<file path="src/rtl/updown_sweep_counter.sv">
// Triangle sweep counter: counts 0 -> lim -> 0 for PASSES passes, or until stop when PASSES=0.
// Optional `SWEEP_HOLD_EN` adds a hold input that freezes an active sweep.
module updown_sweep_counter #(
  parameter int unsigned N      = 2,
  parameter int unsigned PASSES = 1
) (
  input  logic         clk,
  input  logic         rst,
  input  logic         start,
  input  logic         stop,
  input  logic [N-1:0] limit,
`ifdef SWEEP_HOLD_EN
  input  logic         hold,
`endif
  output logic [N-1:0] out,
  output logic         dir,
  output logic         busy,
  output logic         peak,
  output logic         done
);

  localparam int unsigned PW = (PASSES < 2) ? 1 : $clog2(PASSES);
  localparam logic [PW-1:0] LastPass = PW'((PASSES == 0) ? 0 : PASSES - 1);
  localparam logic [N-1:0]  One      = N'(1);

  typedef enum logic [1:0] {StIdle, StUp, StDown} state_e;

  state_e          state_q, state_d;
  logic [N-1:0]    out_q, out_d;
  logic [N-1:0]    lim_q, lim_d;
  logic [PW-1:0]   pass_q, pass_d;
  logic            dir_q, dir_d;
  logic            busy_q, busy_d;
  logic            peak_q, peak_d;
  logic            done_q, done_d;
  logic            frz;
  logic            eop;

`ifdef SWEEP_HOLD_EN
  assign frz = hold;
`else
  assign frz = 1'b0;
`endif

  always_comb begin
    state_d = state_q;
    out_d   = out_q;
    lim_d   = lim_q;
    pass_d  = pass_q;
    dir_d   = dir_q;
    busy_d  = busy_q;
    peak_d  = 1'b0;
    done_d  = 1'b0;
    eop     = 1'b0;

    unique case (state_q)
      StIdle: begin
        // stop wins over a simultaneous start
        if (start && !stop) begin
          if (limit != '0) begin
            lim_d   = limit;
            pass_d  = '0;
            out_d   = '0;
            dir_d   = 1'b0;
            busy_d  = 1'b1;
            state_d = StUp;
          end else begin
            done_d = 1'b1;
          end
        end
      end
      StUp: begin
        if (stop) begin
          state_d = StIdle;
          out_d   = '0;
          dir_d   = 1'b0;
          busy_d  = 1'b0;
        end else if (!frz) begin
          if (out_q != lim_q) begin
            out_d = out_q + One;
          end else begin
            out_d  = lim_q - One;
            peak_d = 1'b1;
            if (lim_q != One) begin
              state_d = StDown;
              dir_d   = 1'b1;
            end else begin
              eop = 1'b1;
            end
          end
        end
      end
      StDown: begin
        if (stop) begin
          state_d = StIdle;
          out_d   = '0;
          dir_d   = 1'b0;
          busy_d  = 1'b0;
        end else if (!frz) begin
          if (out_q == One) begin
            eop = 1'b1;
          end else begin
            out_d = out_q - One;
          end
        end
      end
      default: begin
        state_d = StIdle;
        out_d   = '0;
        dir_d   = 1'b0;
        busy_d  = 1'b0;
      end
    endcase

    // Passes share the out=0 sample, so the next pass starts with no gap
    if (eop) begin
      out_d = '0;
      dir_d = 1'b0;
      if ((PASSES != 0) && (pass_q == LastPass)) begin
        state_d = StIdle;
        busy_d  = 1'b0;
        done_d  = 1'b1;
      end else begin
        pass_d  = pass_q + 1'b1;
        state_d = StUp;
      end
    end
  end

  always_ff @(posedge clk) begin
    if (rst) begin
      state_q <= StIdle;
      out_q   <= '0;
      lim_q   <= '0;
      pass_q  <= '0;
      dir_q   <= 1'b0;
      busy_q  <= 1'b0;
      peak_q  <= 1'b0;
      done_q  <= 1'b0;
    end else begin
      state_q <= state_d;
      out_q   <= out_d;
      lim_q   <= lim_d;
      pass_q  <= pass_d;
      dir_q   <= dir_d;
      busy_q  <= busy_d;
      peak_q  <= peak_d;
      done_q  <= done_d;
    end
  end

  assign out  = out_q;
  assign dir  = dir_q;
  assign busy = busy_q;
  assign peak = peak_q;
  assign done = done_q;

endmodule

</file>
<file path="config.mk">
export PLATFORM = sky130hd
export DESIGN_NAME = updown_sweep_counter
export DESIGN_NICKNAME = d
export VERILOG_FILES = /design/src/rtl/updown_sweep_counter.sv
export SDC_FILE = /design/constraint.sdc
export NUM_CORES = 1
export LEC_CHECK = 0
export CORE_ASPECT_RATIO = 0.8
export CORE_MARGIN = 2
export CORE_UTILIZATION = 30
export DETAILED_ROUTE_END_ITERATION = 8
export GPL_TIMING_DRIVEN = 0
export PLACE_DENSITY = 0.59
export SYNTH_ARGS = -nofsm -noshare
export SYNTH_HDL_FRONTEND = slang
export SYNTH_SLANG_ARGS = --single-unit
</file>
<file path="constraint.sdc">
create_clock -name clk -period 2 [get_ports clk]
set_input_delay 0.4 -clock clk [delete_from_list [all_inputs] [get_ports clk]]
set_output_delay 0.4 -clock clk [all_outputs]
set_load 0.02 [all_outputs]
</file>
# Yosys cells after proc, flatten, opt, wreduce, memory -nomap -nowiden
# Index checks and enable logic that the tools add are counted.
word_totals:
  regBits: 11
  latch_bits: 0
  ramBits: 0
  mem_bits_ro: 0
  inputBits: 6
  out_inout_bits: 6
  word_cells: 86
  mem_count: 0
op_classes:
  n_addsub: 4
  mul: 0
  div: 0
  n_lt_le_gt_ge: 0
  n_eq_ne: 16
  shifts: 0
  n_mux: 46
  bitwise_logic: 1
  n_reduce_logical: 11
ops:
  columns: ["op", "count"]
  rows:
  - ["1-bit two-way mux", 28]
  - ["2-bit two-way mux", 13]
  - ["3-bit != test (second input constant)", 6]
  - ["2-bit one-hot mux with 3 select lines", 2]
  - ["5-bit AND reduction", 2]
  - ["4-bit != test (second input constant)", 2]
  - ["2-bit != test (second input constant)", 3]
  - ["3-bit AND reduction", 2]
  - ["2-bit by 1-bit == test with 1-bit output (second input constant)", 2]
  - ["1-bit one-hot mux with 2 select lines", 2]
  - ["2-bit OR reduction", 2]
  - ["2-bit by 1-bit subtractor with 2-bit output (second input constant)", 2]
  - ["1-bit one-hot mux with 3 select lines", 1]
  - ["3-bit OR reduction", 1]
  - ["2-bit by 1-bit adder with 2-bit output (second input constant)", 1]
  - ["2-bit == test (second input constant)", 1]
  - ["2-bit zero test", 1]
  - ["2-bit by 1-bit != test with 1-bit output (second input constant)", 1]
  - ["2-bit != test", 1]
  - ["2-bit nonzero test", 1]
  - ["1-bit adder (second input constant)", 1]
  - ["1-bit logical AND", 1]
  - ["1-bit zero test", 1]
  - ["1-bit inverter", 1]

# Depth between registers and ports, before layout
# Gate-level depths: netlist of the first run.
logic_depth:
  depth_word: 7
  ltp_mapped: 6
  ltp_nobuf: 6

# Least setup slack after synthesis of the first run
# Ideal clock, no wire load.
synth_timing:
  path_type: "flip-flop to flip-flop"
  start: "reg state_q[0]"
  end: "reg out_q[0] (netlist: out[0])"
  setup_time_ns: 0.070
  arrival_ns: 1.559
  required_time_ns: 1.930
  path_slack_ns: 0.371
  path_stages_with_launch: 7
  n_path_buf: 0
  period_less_slack_ns: 1.629
  cell_sequence: "dfxtp_1 > inv_1 > ha_1 > nor2b_1 > and2_1 > or4_1 > a21oi_1"
synth_via:
  elab_chain_cells: 3
  word_cells_on_any_way: 10
  classes_between: "5 x eq/ne; 2 x mux; 3 x reduce/logical"
synth_rtl:
  columns: ["element", "line", "text"]
  rows:
  - ["from (decl)", "28", "state_e state_q, state_d;"]
  - ["from (signal assigned)", "132", "state_q <= StIdle;"]
  - ["from (signal assigned)", "141", "state_q <= state_d;"]
  - ["2-bit == test, or another cell as far along", "56", "unique case (state_q)"]
  - ["3-bit != test (no source line), or another cell as far along", null, null]
  - ["3-bit AND reduction (no source line) / 2-bit OR reduction (equally long branches)", null, null]
  - ["to (signal assigned)", "142", "out_q <= out_d;"]
  - ["to (decl)", "29", "logic [N-1:0] out_q, out_d;"]
# Parallel ways exist; a longest one is shown, timed or not.
# A chain may end at the register's enable or synchronous reset.

# Worst setup path after layout of the first run
layout_timing:
  start: "reg state_q[0]"
  end: "reg state_q[0]"
layout_via:
  elab_chain_cells: 4
  word_cells_on_any_way: 12
  classes_between: "7 x eq/ne; 3 x mux; 2 x reduce/logical"
layout_rtl:
  columns: ["element", "line"]
  rows:
  - ["2-bit == test / 2-bit by 1-bit == test with 1-bit output (equally long branches)", "56"]
  - ["1-bit one-hot mux with 2 select lines", "56"]
  - ["4-bit != test (no source line) / 3-bit != test (equally long branches)", null]
  - ["5-bit AND reduction (no source line)", null]
# Parallel ways exist; a longest one is shown, timed or not.

==> reports/qor.txt, run 1 <==
outcome = finished, final reports clean
Residual DRC = 0
library cell with the largest summed area after synthesis = sky130_fd_sc_hd__dfxtp_1
final-stage net count = 101
worst IR drop on VDD = 0.000522 V
highest-delay cell along the critical path = sky130_fd_sc_hd__dfxtp_1
worst setup path endpoint = state_q[0]
most common flop cell mapped by yosys = sky130_fd_sc_hd__dfxtp_1
Core Box Area = 0.00212 mm²
Final Slew Violations = 0
worst relative slew slack = 71.5%
Overflow after GRT = 0
type of the most critical hold path = reg -> reg
first drt pass iteration count = 4
total net switching power = 182 µW
Clock Skew = 0.00348 ns
sequential-to-total area share from yosys stat = 33.4%
Post-synth EDFFs = 0
Layout Area Growth over Synthesis = 26.4%
required time reported for the critical path endpoint = 2.18 ns
grt met2 use = 18.1%
number of design-rule violations left by the first detailed-router iteration = 31
antenna diode count = 0
pin count of the biggest net entering global routing = 9
internal power = 389 µW
most congested layer reported by global routing = met2
crit share post-route = 93.3%
antenna violations before repair = 0
Netlist Area Pre-Place = 659 µm²
Yosys top cell area share = 33.4%
clock tree root driver cell = sky130_fd_sc_hd__clkbuf_4
Fin Hold WS = 0.480 ns
worst flop-to-flop path startpoint = state_q[0]
clock slew at reported path FFs = 0.08 ns
syn nets = 85
Sw Share = 31.8%
HPWL reported at the end of detailed placement = 1110 µm
post-route cell area = 833 µm²
Critical Path Source Type = flop
top-level I/O count = 12
Synth top cells by count = 11 x sky130_fd_sc_hd__dfxtp_1, 6 x sky130_fd_sc_hd__ha_1, 6 x sky130_fd_sc_hd__inv_1, 6 x sky130_fd_sc_hd__nand2_1
arrival time at the worst endpoint = 2.05 ns
setup repair after global routing missed its margin = false
total number of clock tree sinks = 11
H-tree levels = 1
FF-to-FF setup slack = 0.13 ns
vertical die dimension = 45.9 µm
post-detailed-route count of antenna-violating nets = 0
max-cap violations = 0
maximum clock insertion buffer count = 2
synth top area cells = sky130_fd_sc_hd__dfxtp_1 33%, sky130_fd_sc_hd__ha_1 11%, sky130_fd_sc_hd__xnor2_2 4.9%, sky130_fd_sc_hd__inv_1 3.4%, sky130_fd_sc_hd__nand2_1 3.4%
Setup TNS = 0 ns
critical path cell sequence = inv_1 > ha_1 > and4b_1 > a31oi_1 > nor2_1 > a311oi_1
gate count of the mapped netlist = 73
crit path capture type = flop
Reg-to-Reg End = state_q[0]
final standard cell utilization of the core = 39.3%
number of vias per cell after detailed routing = 5.14
post-synthesis register bit count = 11
starting utilization of the core area = 31.1%
synthesis warning total = 0
global routing met1 resource utilization = 15.5%
Post-synth ARST share = 0%
clock share of power = 27.8%
post-CTS setup buffer count = 0
count of port buffers added during placement = 11
vias in the first global route = 498
clock tree from TritonCTS = built
depth of the worst hold-timing path = 1
Clk Latency, worst-skew pair = 0.27 ns
Critical path origin = state_q[0]
Pwr Density = 685 mW/mm²
Leak Pwr = 0.000307 µW
total CTS buffers = 3
Flop pwr share = 43.8%
via count = 581
highest achievable clock rate = 0.536 GHz
post-layout min period = 1.87 ns
worst path setup slack after routing = 0.134 ns
part of the total power dissipated in combinational logic = 28.4%
number of standard-cell rows in the floorplan = 15
fraction of layout cells with a size suffix above 1 = 7.95%
maximum fanout along the worst path = 4
Total Routing Usage GR = 12.1%
worst reg-to-reg path cell count = 6
Mean Syn Cell Area = 9.03 µm²
first-pass GRT wire length = 2320 µm
number of unique standard cell types used by synthesis = 29
dpl cell area = 801 µm²
worst-margin pin slew = 0.424 ns
Detailed Route WL = 1460 µm
number of failing hold endpoints at the final stage = 0
Critical Setup Path Class = reg -> reg
overall die area = 0.00259 mm²
Placement Setup Slack = -0.128 ns
final setup vio count = 0
horizontal extent of the die = 56.4 µm
routing usage on met3 = 6.25%
most frequently used cell type in the post-synthesis netlist = sky130_fd_sc_hd__dfxtp_1
drt wl/cell = 12.9 µm
placer's final routability congestion estimate = 0.778
delay of the slowest critical-path stage = 0.40 ns
## sequential cells by signal, indices dropped and copies added (netlist names)
register  cells
state_q       2
dir           1
busy          1
done          1
pass_q        1
peak          1
lim_q         2
out           2
## placed cells by master, fill, tap and decap left out
cell type,count
sky130_fd_sc_hd__and3_1,1
sky130_fd_sc_hd__nor4_1,1
sky130_fd_sc_hd__nand2b_1,3
sky130_fd_sc_hd__nand2_1,6
sky130_fd_sc_hd__a2bb2oi_1,1
sky130_fd_sc_hd__dfxtp_1,11
sky130_fd_sc_hd__a21oi_1,4
sky130_fd_sc_hd__nand4bb_1,1
sky130_fd_sc_hd__a2111oi_2,1
sky130_fd_sc_hd__nor2b_1,3
sky130_fd_sc_hd__o22ai_1,1
sky130_fd_sc_hd__o21a_1,2
sky130_fd_sc_hd__nand4_1,1
sky130_fd_sc_hd__and3b_1,2
sky130_fd_sc_hd__inv_1,6
sky130_fd_sc_hd__a311oi_2,1
sky130_fd_sc_hd__ha_1,6
sky130_fd_sc_hd__or4_1,1
sky130_fd_sc_hd__a31oi_1,2
sky130_fd_sc_hd__and2_1,1
sky130_fd_sc_hd__o31ai_1,1
sky130_fd_sc_hd__or3_1,1
sky130_fd_sc_hd__clkdlybuf4s50_1,11
sky130_fd_sc_hd__nor3_1,1
sky130_fd_sc_hd__o31a_1,2
sky130_fd_sc_hd__xnor2_2,2
sky130_fd_sc_hd__clkbuf_1,1
sky130_fd_sc_hd__a311oi_1,1
sky130_fd_sc_hd__o21ai_0,4
sky130_fd_sc_hd__o21ai_1,1
sky130_fd_sc_hd__clkbuf_4,3
sky130_fd_sc_hd__and4b_1,2
sky130_fd_sc_hd__nor2_1,3
## through the flow
step / total power [µW] / std cells
after floorplan: 359 / 73
after global placement: 414 / 109
after detailed placement: 416 / 109
after CTS: 580 / 113
after global routing: 610 / 113
final: 571 / 113
## layout make-up
class                           count  area (µm²)
Fill cell                         234        1290
Timing Repair Buffer               11         110
Tap cell                           25        31.3
Sequential cell                    11         220
Multi-Input combinational cell     56         423
Inverter                            6        22.5
Clock buffer                        4        26.3
## worst min path at each step
stage	startpoint	end	slack [ns]
floorplan	rst	lim_q[0]	0.47
global placement	dir	dir	0.46
detailed placement	dir	dir	0.46
CTS	dir	dir	0.48
global route	dir	dir	0.50
finish	dir	dir	0.48
## logic make-up after synthesis
kind of cell,synth area share [%]
buffers and inverters,3.42
flip-flops,33.4
XOR/XNOR,4.93
adder cells (fa/ha/maj),11.4
AND/OR/NAND/NOR,24.9
AO/OA/AOI/OAI,22.0
## what timing repair did
item,CTS,global route
resized for setup,0,1
hold endpoints to repair,0,0
hold buffers,0,0
endpoints found under the setup margin,0,2
## layer usage
metal | up-vias | wire length (µm)
met5 | - | 0
met4 | 0 | 9
met3 | 2 | 130
met2 | 27 | 586
met1 | 252 | 735
li1 | 300 | -
## critical path: cells and delay by family, from the launching register on
family | cells | cell delay [ns]
compound gates | 2 | 0.63
flops | 1 | 0.40
simple gates | 2 | 0.35
fa+ha+maj | 1 | 0.33
buf+inv | 1 | 0.08
## power by group through the flow
stage | logic (µW) | registers [µW] | clock network (µW)
detailed placement | 160 | 255 | 0
finish | 162 | 250 | 159
CTS | 162 | 250 | 168
global placement | 159 | 255 | 0
floorplan | 95.9 | 263 | 0
global route | 180 | 252 | 179
Note: power is estimated with default switching activity, not from simulation.
==> inputs of run 2 (changes only) <==
CORE_UTILIZATION = 38   (was 30)
DONT_BUFFER_PORTS = 1   (was not set)
PLACE_DENSITY = 0.6   (was 0.59)
==> reports/qor.txt, run 2 (synthesized netlist as in run 1, its figures left out) <==
outcome = finished, final reports clean (unchanged)
worst flop-to-flop path startpoint = state_q[0] (unchanged)
Layout Area Growth over Synthesis = 9.11% (was 26.4%)
antenna diode count = 0 (unchanged)
Sw Share = 31.6% (was 31.8%)
Critical Path Source Type = flop (unchanged)
Core Box Area = 0.00163 mm² (was 0.00212 mm²)
number of design-rule violations left by the first detailed-router iteration = 16 (was 31)
most used cells in the layout excluding fill and tap cells = 11 x sky130_fd_sc_hd__dfxtp_1, 6 x sky130_fd_sc_hd__inv_1, 6 x sky130_fd_sc_hd__nand2_1, 6 x sky130_fd_sc_hd__ha_1 (was 11 x sky130_fd_sc_hd__dfxtp_1, 11 x sky130_fd_sc_hd__clkdlybuf4s50_1, 6 x sky130_fd_sc_hd__inv_1, 6 x sky130_fd_sc_hd__nand2_1, 6 x sky130_fd_sc_hd__ha_1)
horizontal extent of the die = 50.6 µm (was 56.4 µm)
arrival time at the worst endpoint = 2.03 ns (was 2.05 ns)
Clock Skew = 0.00152 ns (was 0.00348 ns)
most common cell after layout, fill and taps aside = sky130_fd_sc_hd__dfxtp_1
maximum clock insertion buffer count = 2 (unchanged)
dpl cell area = 687 µm² (was 801 µm²)
post-route cell area = 719 µm² (was 833 µm²)
post-CTS setup buffer count = 0 (unchanged)
number of vias per cell after detailed routing = 5.69 (was 5.14)
Reg-to-Reg End = out[0] (was state_q[0])
drt wl/cell = 14.1 µm (was 12.9 µm)
pin count of the biggest net entering global routing = 9 (unchanged)
first-pass GRT wire length = 2410 µm (was 2320 µm)
vias in the first global route = 557 (was 498)
overall die area = 0.00209 mm² (was 0.00259 mm²)
clock tree root driver cell = sky130_fd_sc_hd__clkbuf_4 (unchanged)
first drt pass iteration count = 4 (unchanged)
Flop pwr share = 48.5% (was 43.8%)
placer's final routability congestion estimate = 0.745 (was 0.778)
crit share post-route = 91.6% (was 93.3%)
Post-CTS Resized = 0 (unchanged)
total CTS buffers = 3 (unchanged)
total number of clock tree sinks = 11 (unchanged)
crit path capture type = flop (unchanged)
H-tree levels = 1 (unchanged)
number of hold buffers added after cts = 0 (unchanged)
critical path cell sequence = inv_1 > ha_1 > nor2b_1 > and2_1 > or4_1 > a21oi_1 (was inv_1 > ha_1 > and4b_1 > a31oi_1 > nor2_1 > a311oi_1)
Critical path origin = state_q[0] (unchanged)
delay of the slowest critical-path stage = 0.51 ns (was 0.40 ns)
number of standard-cell rows in the floorplan = 13 (was 15)
fraction of layout cells with a size suffix above 1 = 9.09% (was 7.95%)
Residual DRC = 0 (unchanged)
clock share of power = 28.7% (was 27.8%)
required time reported for the critical path endpoint = 2.20 ns (was 2.18 ns)
worst setup path endpoint = out[0] (was state_q[0])
count of port buffers added during placement = 0 (was 11)
Detailed Route WL = 1400 µm (was 1460 µm)
FF-to-FF setup slack = 0.17 ns (was 0.13 ns)
Overflow after GRT = 0 (unchanged)
highest achievable clock rate = 0.546 GHz (was 0.536 GHz)
Setup TNS = 0 ns (unchanged)
Leak Pwr = 0.000267 µW (was 0.000307 µW)
worst relative slew slack = 73.5% (was 71.5%)
worst IR drop on VDD = 0.000337 V (was 0.000522 V)
Final Slew Violations = 0 (unchanged)
number of failing hold endpoints at the final stage = 0 (unchanged)
Critical Setup Path Class = reg -> reg (unchanged)
maximum fanout along the worst path = 5 (was 4)
antenna violations before repair = 0 (unchanged)
total net switching power = 170 µW (was 182 µW)
internal power = 368 µW (was 389 µW)
final setup vio count = 0 (unchanged)
part of the total power dissipated in combinational logic = 22.8% (was 28.4%)
post-layout min period = 1.83 ns (was 1.87 ns)
final-stage net count = 90 (was 101)
Total Routing Usage GR = 16.5% (was 12.1%)
clock slew at reported path FFs = 0.07 ns (was 0.08 ns)
post-detailed-route count of antenna-violating nets = 0 (unchanged)
starting utilization of the core area = 40.5% (was 31.1%)
Pwr Density = 748 mW/mm² (was 685 mW/mm²)
worst-margin pin slew = 0.393 ns (was 0.424 ns)
vertical die dimension = 41.3 µm (was 45.9 µm)
max-cap violations = 0 (unchanged)
type of the most critical hold path = in -> reg (was reg -> reg)
setup repair after global routing missed its margin = false (unchanged)
top-level I/O count = 12 (unchanged)
clock tree from TritonCTS = built (unchanged)
Clk Latency, worst-skew pair = 0.27 ns (about the same)
highest-delay cell along the critical path = sky130_fd_sc_hd__or4_1 (was sky130_fd_sc_hd__dfxtp_1)
HPWL reported at the end of detailed placement = 1080 µm (was 1110 µm)
worst reg-to-reg path cell count = 6 (unchanged)
via count = 563 (was 581)
-- run 2: cell count changes in the layout (fill, tap and decap cells not counted) --
cell / before / now
sky130_fd_sc_hd__clkdlybuf4s50_1: 11 / 0
-- run 2: layout make-up --
| cell class | count | area, µm² |
|---|---|---|
| Multi-Input combinational cell | 56 | 423 |
| Sequential cell | 11 | 220 |
| Inverter | 6 | 22.5 |
| Tap cell | 22 | 27.5 |
| Clock buffer | 4 | 26.3 |
| Fill cell | 176 | 907 |
-- run 2: power by group through the flow --
stage	registers (µW)	clock network (µW)	logic [µW]
finish	261	154	123
global route	264	178	141
floorplan	263	0	95.9
detailed placement	266	0	121
CTS	261	163	123
global placement	266	0	119
-- run 2: worst max-delay path: cells and delay by family, from the launching register on --
family	cells	cell delay, ns
flip-flops	1	0.39
AND/OR/NAND/NOR	3	0.90
AO/OA/AOI/OAI	1	0.14
buffers and inverters	1	0.08
adder cells (fa/ha/maj)	1	0.26
-- run 2: through the flow --
step                worst slack [ns]  power [µW]  util [%]  instances  hold WS (ns)
floorplan                      0.371         359         -         73         0.469
global placement               0.143         385      42.2         95         0.472
detailed placement             0.157         388      42.2         95         0.476
CTS                            0.123         548      43.8         99         0.183
global route                  0.0166         583      44.2         99         0.174
finish                         0.168         538      44.2         99         0.191
-- run 2: worst min path at each step --
stage / slack (ns) / startpoint / depth (start not counted) / end
after global routing: 0.17 / rst / 1 / lim_q[0]
after detailed placement: 0.48 / rst / 1 / done
after global placement: 0.47 / rst / 1 / lim_q[0]
final: 0.19 / rst / 1 / done
after floorplan: 0.47 / rst / 1 / lim_q[0]
after CTS: 0.18 / rst / 1 / done
-- run 2: routing by layer --
metal  vias to the layer above  global-route usage [%]  part of all wire [%]
li1                        277                       -                     -
met1                       273                    18.3                    46
met2                        11                    28.9                    47
met3                         2                    7.30                   6.6
met4                         0                    6.76                  0.71
met5                         -                       0                     0
